<file path="src/rtl/c499_sec_pkg.sv">
// Shared constants, skid-buffer state type and check-bit helper for the c499 (32,8) SEC encoder.
package c499_sec_pkg;

    localparam int CODE_W = 40;
    localparam int DATA_W = 32;
    localparam int CHK_W  = 8;

    localparam logic [DATA_W-1:0] CHK0_MASK = 32'h00FF1111;
    localparam logic [DATA_W-1:0] CHK1_MASK = 32'hFF002222;
    localparam logic [DATA_W-1:0] CHK2_MASK = 32'h0F0F4444;
    localparam logic [DATA_W-1:0] CHK3_MASK = 32'hF0F08888;
    localparam logic [DATA_W-1:0] CHK4_MASK = 32'h111100FF;
    localparam logic [DATA_W-1:0] CHK5_MASK = 32'h2222FF00;
    localparam logic [DATA_W-1:0] CHK6_MASK = 32'h44440F0F;
    localparam logic [DATA_W-1:0] CHK7_MASK = 32'h8888F0F0;

    localparam logic [CHK_W-1:0][DATA_W-1:0] CHK_MASK = {
        CHK7_MASK, CHK6_MASK, CHK5_MASK, CHK4_MASK,
        CHK3_MASK, CHK2_MASK, CHK1_MASK, CHK0_MASK
    };

    typedef enum logic [1:0] {
        SB_EMPTY = 2'd0,
        SB_ONE   = 2'd1,
        SB_TWO   = 2'd2
    } skid_state_e;

    // Each check bit is the parity of the data bits selected by its mask.
    function automatic logic [CHK_W-1:0] calc_chk(input logic [DATA_W-1:0] data);
        logic [CHK_W-1:0] chk;
        for (int j = 0; j < CHK_W; j++) begin
            chk[j] = ^(data & CHK_MASK[j]);
        end
        return chk;
    endfunction

endpackage

</file>
<file path="src/rtl/c499_skid_buf.sv">
// Two-entry valid/ready buffer: main register drives the output, skid register absorbs
// one extra word so in_ready can be fully registered.
module c499_skid_buf
    import c499_sec_pkg::*;
(
    input  logic              clk,
    input  logic              rst,
    input  logic              in_valid_i,
    output logic              in_ready_o,
    input  logic [CODE_W-1:0] in_data_i,
    output logic              out_valid_o,
    input  logic              out_ready_i,
    output logic [CODE_W-1:0] out_data_o
);

    skid_state_e       state_q, state_d;
    logic [CODE_W-1:0] main_q, main_d;
    logic [CODE_W-1:0] skid_q, skid_d;
    logic              in_ready_q;
    logic              out_valid_q;
    logic              accept;
    logic              pop;

    assign accept = in_valid_i && in_ready_q;
    assign pop    = out_valid_q && out_ready_i;

    always_comb begin
        state_d = state_q;
        main_d  = main_q;
        skid_d  = skid_q;
        case (state_q)
            SB_EMPTY: begin
                if (accept) begin
                    main_d  = in_data_i;
                    state_d = SB_ONE;
                end
            end
            SB_ONE: begin
                if (accept && pop) begin
                    main_d = in_data_i;
                end else if (accept) begin
                    skid_d  = in_data_i;
                    state_d = SB_TWO;
                end else if (pop) begin
                    state_d = SB_EMPTY;
                end
            end
            SB_TWO: begin
                // in_ready is low here, so only a pop can happen.
                if (pop) begin
                    main_d  = skid_q;
                    state_d = SB_ONE;
                end
            end
            default: state_d = SB_EMPTY;
        endcase
    end

    always_ff @(posedge clk or posedge rst) begin
        if (rst) begin
            state_q     <= SB_EMPTY;
            main_q      <= '0;
            skid_q      <= '0;
            in_ready_q  <= 1'b1;
            out_valid_q <= 1'b0;
        end else begin
            state_q     <= state_d;
            main_q      <= main_d;
            skid_q      <= skid_d;
            in_ready_q  <= (state_d != SB_TWO);
            out_valid_q <= (state_d != SB_EMPTY);
        end
    end

    assign in_ready_o  = in_ready_q;
    assign out_valid_o = out_valid_q;
    assign out_data_o  = main_q;

endmodule

</file>
<file path="src/rtl/c499_sec_encoder.sv">
// Streaming (32,8) SEC encoder for the c499 corrector, with optional one-shot or
// sticky XOR error injection and a saturating accepted-word counter.
module c499_sec_encoder
    import c499_sec_pkg::*;
#(
    parameter int CNT_W = 16
) (
    input  logic              clk,
    input  logic              rst,
    input  logic              in_valid,
    output logic              in_ready,
    input  logic [DATA_W-1:0] in_data,
    output logic              out_valid,
    input  logic              out_ready,
    output logic [CODE_W-1:0] out_code,
    input  logic              inj_load,
    input  logic [CODE_W-1:0] inj_mask,
    input  logic              inj_sticky,
    output logic              inj_pending,
    output logic [CNT_W-1:0]  word_cnt
);

    logic [CODE_W-1:0] mask_q;
    logic              sticky_q;
    logic              pending_q;
    logic [CNT_W-1:0]  cnt_q;
    logic              accept;
    logic [CODE_W-1:0] code_raw;
    logic [CODE_W-1:0] code_inj;

    assign accept   = in_valid && in_ready;
    assign code_raw = {calc_chk(in_data), in_data};
    // The word accepted now always sees the previously armed mask, even if inj_load is high.
    assign code_inj = pending_q ? (code_raw ^ mask_q) : code_raw;

    always_ff @(posedge clk or posedge rst) begin
        if (rst) begin
            mask_q    <= '0;
            sticky_q  <= 1'b0;
            pending_q <= 1'b0;
        end else if (inj_load) begin
            mask_q    <= inj_mask;
            sticky_q  <= inj_sticky;
            pending_q <= 1'b1;
        end else if (accept && !sticky_q) begin
            pending_q <= 1'b0;
        end
    end

    always_ff @(posedge clk or posedge rst) begin
        if (rst) begin
            cnt_q <= '0;
        end else if (accept && (cnt_q != {CNT_W{1'b1}})) begin
            cnt_q <= cnt_q + CNT_W'(1);
        end
    end

    c499_skid_buf u_skid (
        .clk        (clk),
        .rst        (rst),
        .in_valid_i (in_valid),
        .in_ready_o (in_ready),
        .in_data_i  (code_inj),
        .out_valid_o(out_valid),
        .out_ready_i(out_ready),
        .out_data_o (out_code)
    );

    assign inj_pending = pending_q;
    assign word_cnt    = cnt_q;

endmodule
</file>
<file path="config.mk">
export PLATFORM = sky130hd
export DESIGN_NAME = c499_sec_encoder
export DESIGN_NICKNAME = d
export VERILOG_FILES = /design/src/rtl/c499_sec_pkg.sv /design/src/rtl/c499_skid_buf.sv /design/src/rtl/c499_sec_encoder.sv
export SDC_FILE = /design/constraint.sdc
export NUM_CORES = 1
export LEC_CHECK = 0
export BUFFER_PORTS_ARGS = -buffer_cell sky130_fd_sc_hd__buf_2
export CAP_MARGIN = 25
export CELL_PAD_IN_SITES_DETAIL_PLACEMENT = 1
export CELL_PAD_IN_SITES_GLOBAL_PLACEMENT = 2
export CORE_MARGIN = 10
export CORE_UTILIZATION = 38
export DETAILED_ROUTE_END_ITERATION = 16
export GPL_TIMING_DRIVEN = 0
export HOLD_SLACK_MARGIN = 0.06
export PLACE_DENSITY_LB_ADDON = 0.1
export SYNTH_ARGS = -nofsm -noshare
export SYNTH_HDL_FRONTEND = slang
export SYNTH_HIERARCHICAL = 1
export SYNTH_SLANG_ARGS = --single-unit
</file>
<file path="constraint.sdc">
create_clock -name clk -period 3.25 [get_ports clk]
set_input_delay 0.1625 -clock clk [delete_from_list [all_inputs] [get_ports clk]]
set_output_delay 0.1625 -clock clk [all_outputs]
set_load 0.1 [all_outputs]
</file>
==> reports/metrics.yaml <==
global_route:
  grt_max_degree: 59
  antenna_found_initial: 0
  grt_pass1_vias: 5452
  grt_first_pass_wirelength_um: 30540
  track_usage: 0.1615
  overflow: 0
floorplanning:
  core_area_um2: 18640
  die_area_um2: 24780
  die_w_um: 157.4
  start_util: 0.3849
  io_pins: 137
  fp.dieH_um: 157.4
  row_count: 50
clock_tree:
  cts_tree: "done"
  cts_buffers: 17
  clockBufferDepth: 2
  cts_setup_buffers: 0
  cts-root-buf: "clkbuf_16"
  clkSlewWorstSetupHoldPaths_ns: 0.06
  clk-insertion-delay-late_ns: 0.42
  clock-sinks: 142
  cts_resized: 0
  cts.htree.levels: 4
sta:
  slew_headroom: 0.4536
  finalSetupTns_ns: 0
  setup_viol: 0
  maxSlewViolCount: 0
  rsz0062_at_grt: "no"
  hold_ws_ns: 0.1071
  fin_skew_ns: 0.008390
  max_freq_ghz: 0.4374
  tightestPinTransition_ns: 0.8196
  finalWorstSetupSlack_ns: 0.9636
  hold_viol_final: 0
  finalCriticalPeriod_ns: 2.286
  finalCritPeriodShare: 0.7035
logic_synthesis:
  synth_edf_count: 0
  avgSynthCellArea_um2: 13.34
  synth_fp_nets: 617
  synthCells: 538
  syn_area_um2: 7176
  yosys.area.top_type: "dfrtp_1"
  yosysMostFrequentCell: "mux2_2"
  seq_area_frac_synth: 0.4954
  yosys-top-cells-count: "mux2_2 (150), dfrtp_1 (141), xnor2_1 (109)"
  ys_warn_count: 6
  netlist.area_leader.share: 0.4917
  async_reset_ff_frac: 1.000
  synthFlopType: "dfrtp_1"
  synth_area_leaders: "dfrtp_1 (49%), mux2_2 (24%), xnor2_1 (13%)"
  synth.ff_latch_count: 142
  synth_cell_type_count: 37
min_path:
  hp-start: "in_valid"
  hold_class: "primary input to flop"
  hold_path_end: "u_skid/out_valid_o"
  hold_depth: 3
final_layout:
  fill_cells: 1962
  area_growth_pct: 27.88
  antenna_cells: 0
  multi_input_area_um2: 3423
  layout-drive-gt1-share: 0.4779
  final_nets: 814
  instances_no_fill: 981
  seq_area_um2: 3555
power_and_ir_drop:
  total_power_w: 0.009927
  clkPwrFrac: 0.194
  combPwrFrac: 0.523
  ir_drop_mv: 0.5880
  p_leak_nw: 4.039
  power_frac_seq: 0.283
  power_density_nw_per_um2: 1082
  internal-power_w: 0.005272
  swShare: 0.4689
  power.switching_w: 0.004655
worst_setup_path:
  cp_data_arrival_time_ns: 2.58
  path_class: "flop to flop"
  critPathCaptureType: "flop"
  start_kind: "flop"
  r2r_cells: 6
  path_max_fanout: 10
  reg2reg_from: "inj_pending"
  r2r-end: "u_skid/out_data_o[9]"
  crit_required_ns: 3.55
  rrSetupSlack_ns: 0.96
placement:
  place_congestion: 0.7436
  post-place-ws_ns: 0.9613
  dpl.hpwl_um: 14190
  portBuffers: 135
  place_inst: 908
drt:
  vias: 4789
  drc: 0
  antenna_left: 0
  avgRoutedWirePerCell_um: 19.87
  drtIter0Drc: 75
  drt-total-wl_um: 19490
  viasPerCell: 4.882
  detail_route.first_pass.iterations: 4
outcome:
  status: "finished clean"
run:
  maxCapViolCount: 0
[area by class of cell]
type,count,share of cell area
clock buffer,18,0.04786
tap,234,0.03191
timing repair buffer,178,0.1224
clock inverter,13,0.01527
buffer,24,0.02073
inverter,2,0.001364
multi-input combinational,370,0.3731
sequential,142,0.3874
[worst max-delay path by stage]
stage / from / end / slack [ns]
2_1_floorplan: inj_pending / u_skid/out_data_o[30] / 0.81
3_3_place_gp: rst / u_skid/out_data_o[16] / -0.45
3_5_place_dp: inj_pending / u_skid/out_data_o[30] / 0.96
4_1_cts: inj_pending / u_skid/out_data_o[30] / 0.91
5_1_grt: inj_pending / u_skid/out_data_o[30] / 0.76
6_report: inj_pending / u_skid/out_data_o[9] / 0.96
[cells by family (layout without fill, tap and decap cells)]
family          Yosys count  count (layout)  synth area share
buf+inv                  26             235           0.02755
simple gates             76              76           0.05074
fa+ha+maj                 1               1          0.001743
xor+xnor                119             119            0.1452
compound gates           12              12           0.01936
mux                     162             162            0.2600
flops                   142             142            0.4954
[state kept, by name (all words and copies together) (netlist names)]
register,count
u_skid/out_data_o,40
u_skid/skid_q,40
sticky_q,1
u_skid/out_valid_o,1
word_cnt,16
inj_pending,1
u_skid/state_q,2
mask_q,40
u_skid/in_ready_o,1
[layer usage]
metal  share of wire  vias up  track usage
met5               0        -            0
met4          0.0078        0      0.03562
met3           0.041        7      0.04694
met2            0.52       84       0.2790
met1            0.43     2448       0.1943
li1                -     2250            -
[what timing repair did]
action,CTS,global route
setup endpoints to repair,0,0
hold endpoints to repair,125,0
hold buffers,42,0
[critical path: stages, from the launching register on]
cell and delay (ns):
dfrtp_1 0.44, buf_2 0.28, buf_1 0.58, nand2_1 0.15
xnor2_1 0.18, mux2_2 0.28, mux2_2 0.26
[metrics by stage]
| step | area [um2] | utilization |
|---|---|---|
| 3_5_place_dp | 8177 | 0.4386 |
| 2_1_floorplan | 7176 | - |
| 6_report | 9176 | 0.4922 |
| 3_3_place_gp | 8144 | 0.4368 |
| 4_1_cts | 9176 | 0.4922 |
| 5_1_grt | 9176 | 0.4922 |
[power by group through the flow]
stage,Sequential [W],Combinational (W),Clock (W)
after floorplan,0.00498,0.00206,0
after global placement,0.00280,0.00512,0
after detailed placement,0.00284,0.00520,0
after CTS,0.00281,0.00526,0.00199
after global routing,0.00290,0.00546,0.00208
final,0.00281,0.00519,0.00193
[cells in the final DEF (no fill, tap or decap), drive strengths merged, types with 2 or more instances in the layout]
master       synthesis  layout
xor2                10      10
buf                 22     158
nand4                8       8
and4                 4       4
clkinv               0       2
bufinv               0       2
mux2               162     162
clkinvlp             0       7
nand2b               3       3
xnor2              109     109
o21ai                2       2
nand3                4       4
nand2               51      51
clkbuf               2      20
dlygate4sd3          0      42
a21oi                2       2
dfrtp              141     141
and3                 2       2
inv                  2       4
(Power assumes the default switching activity.)
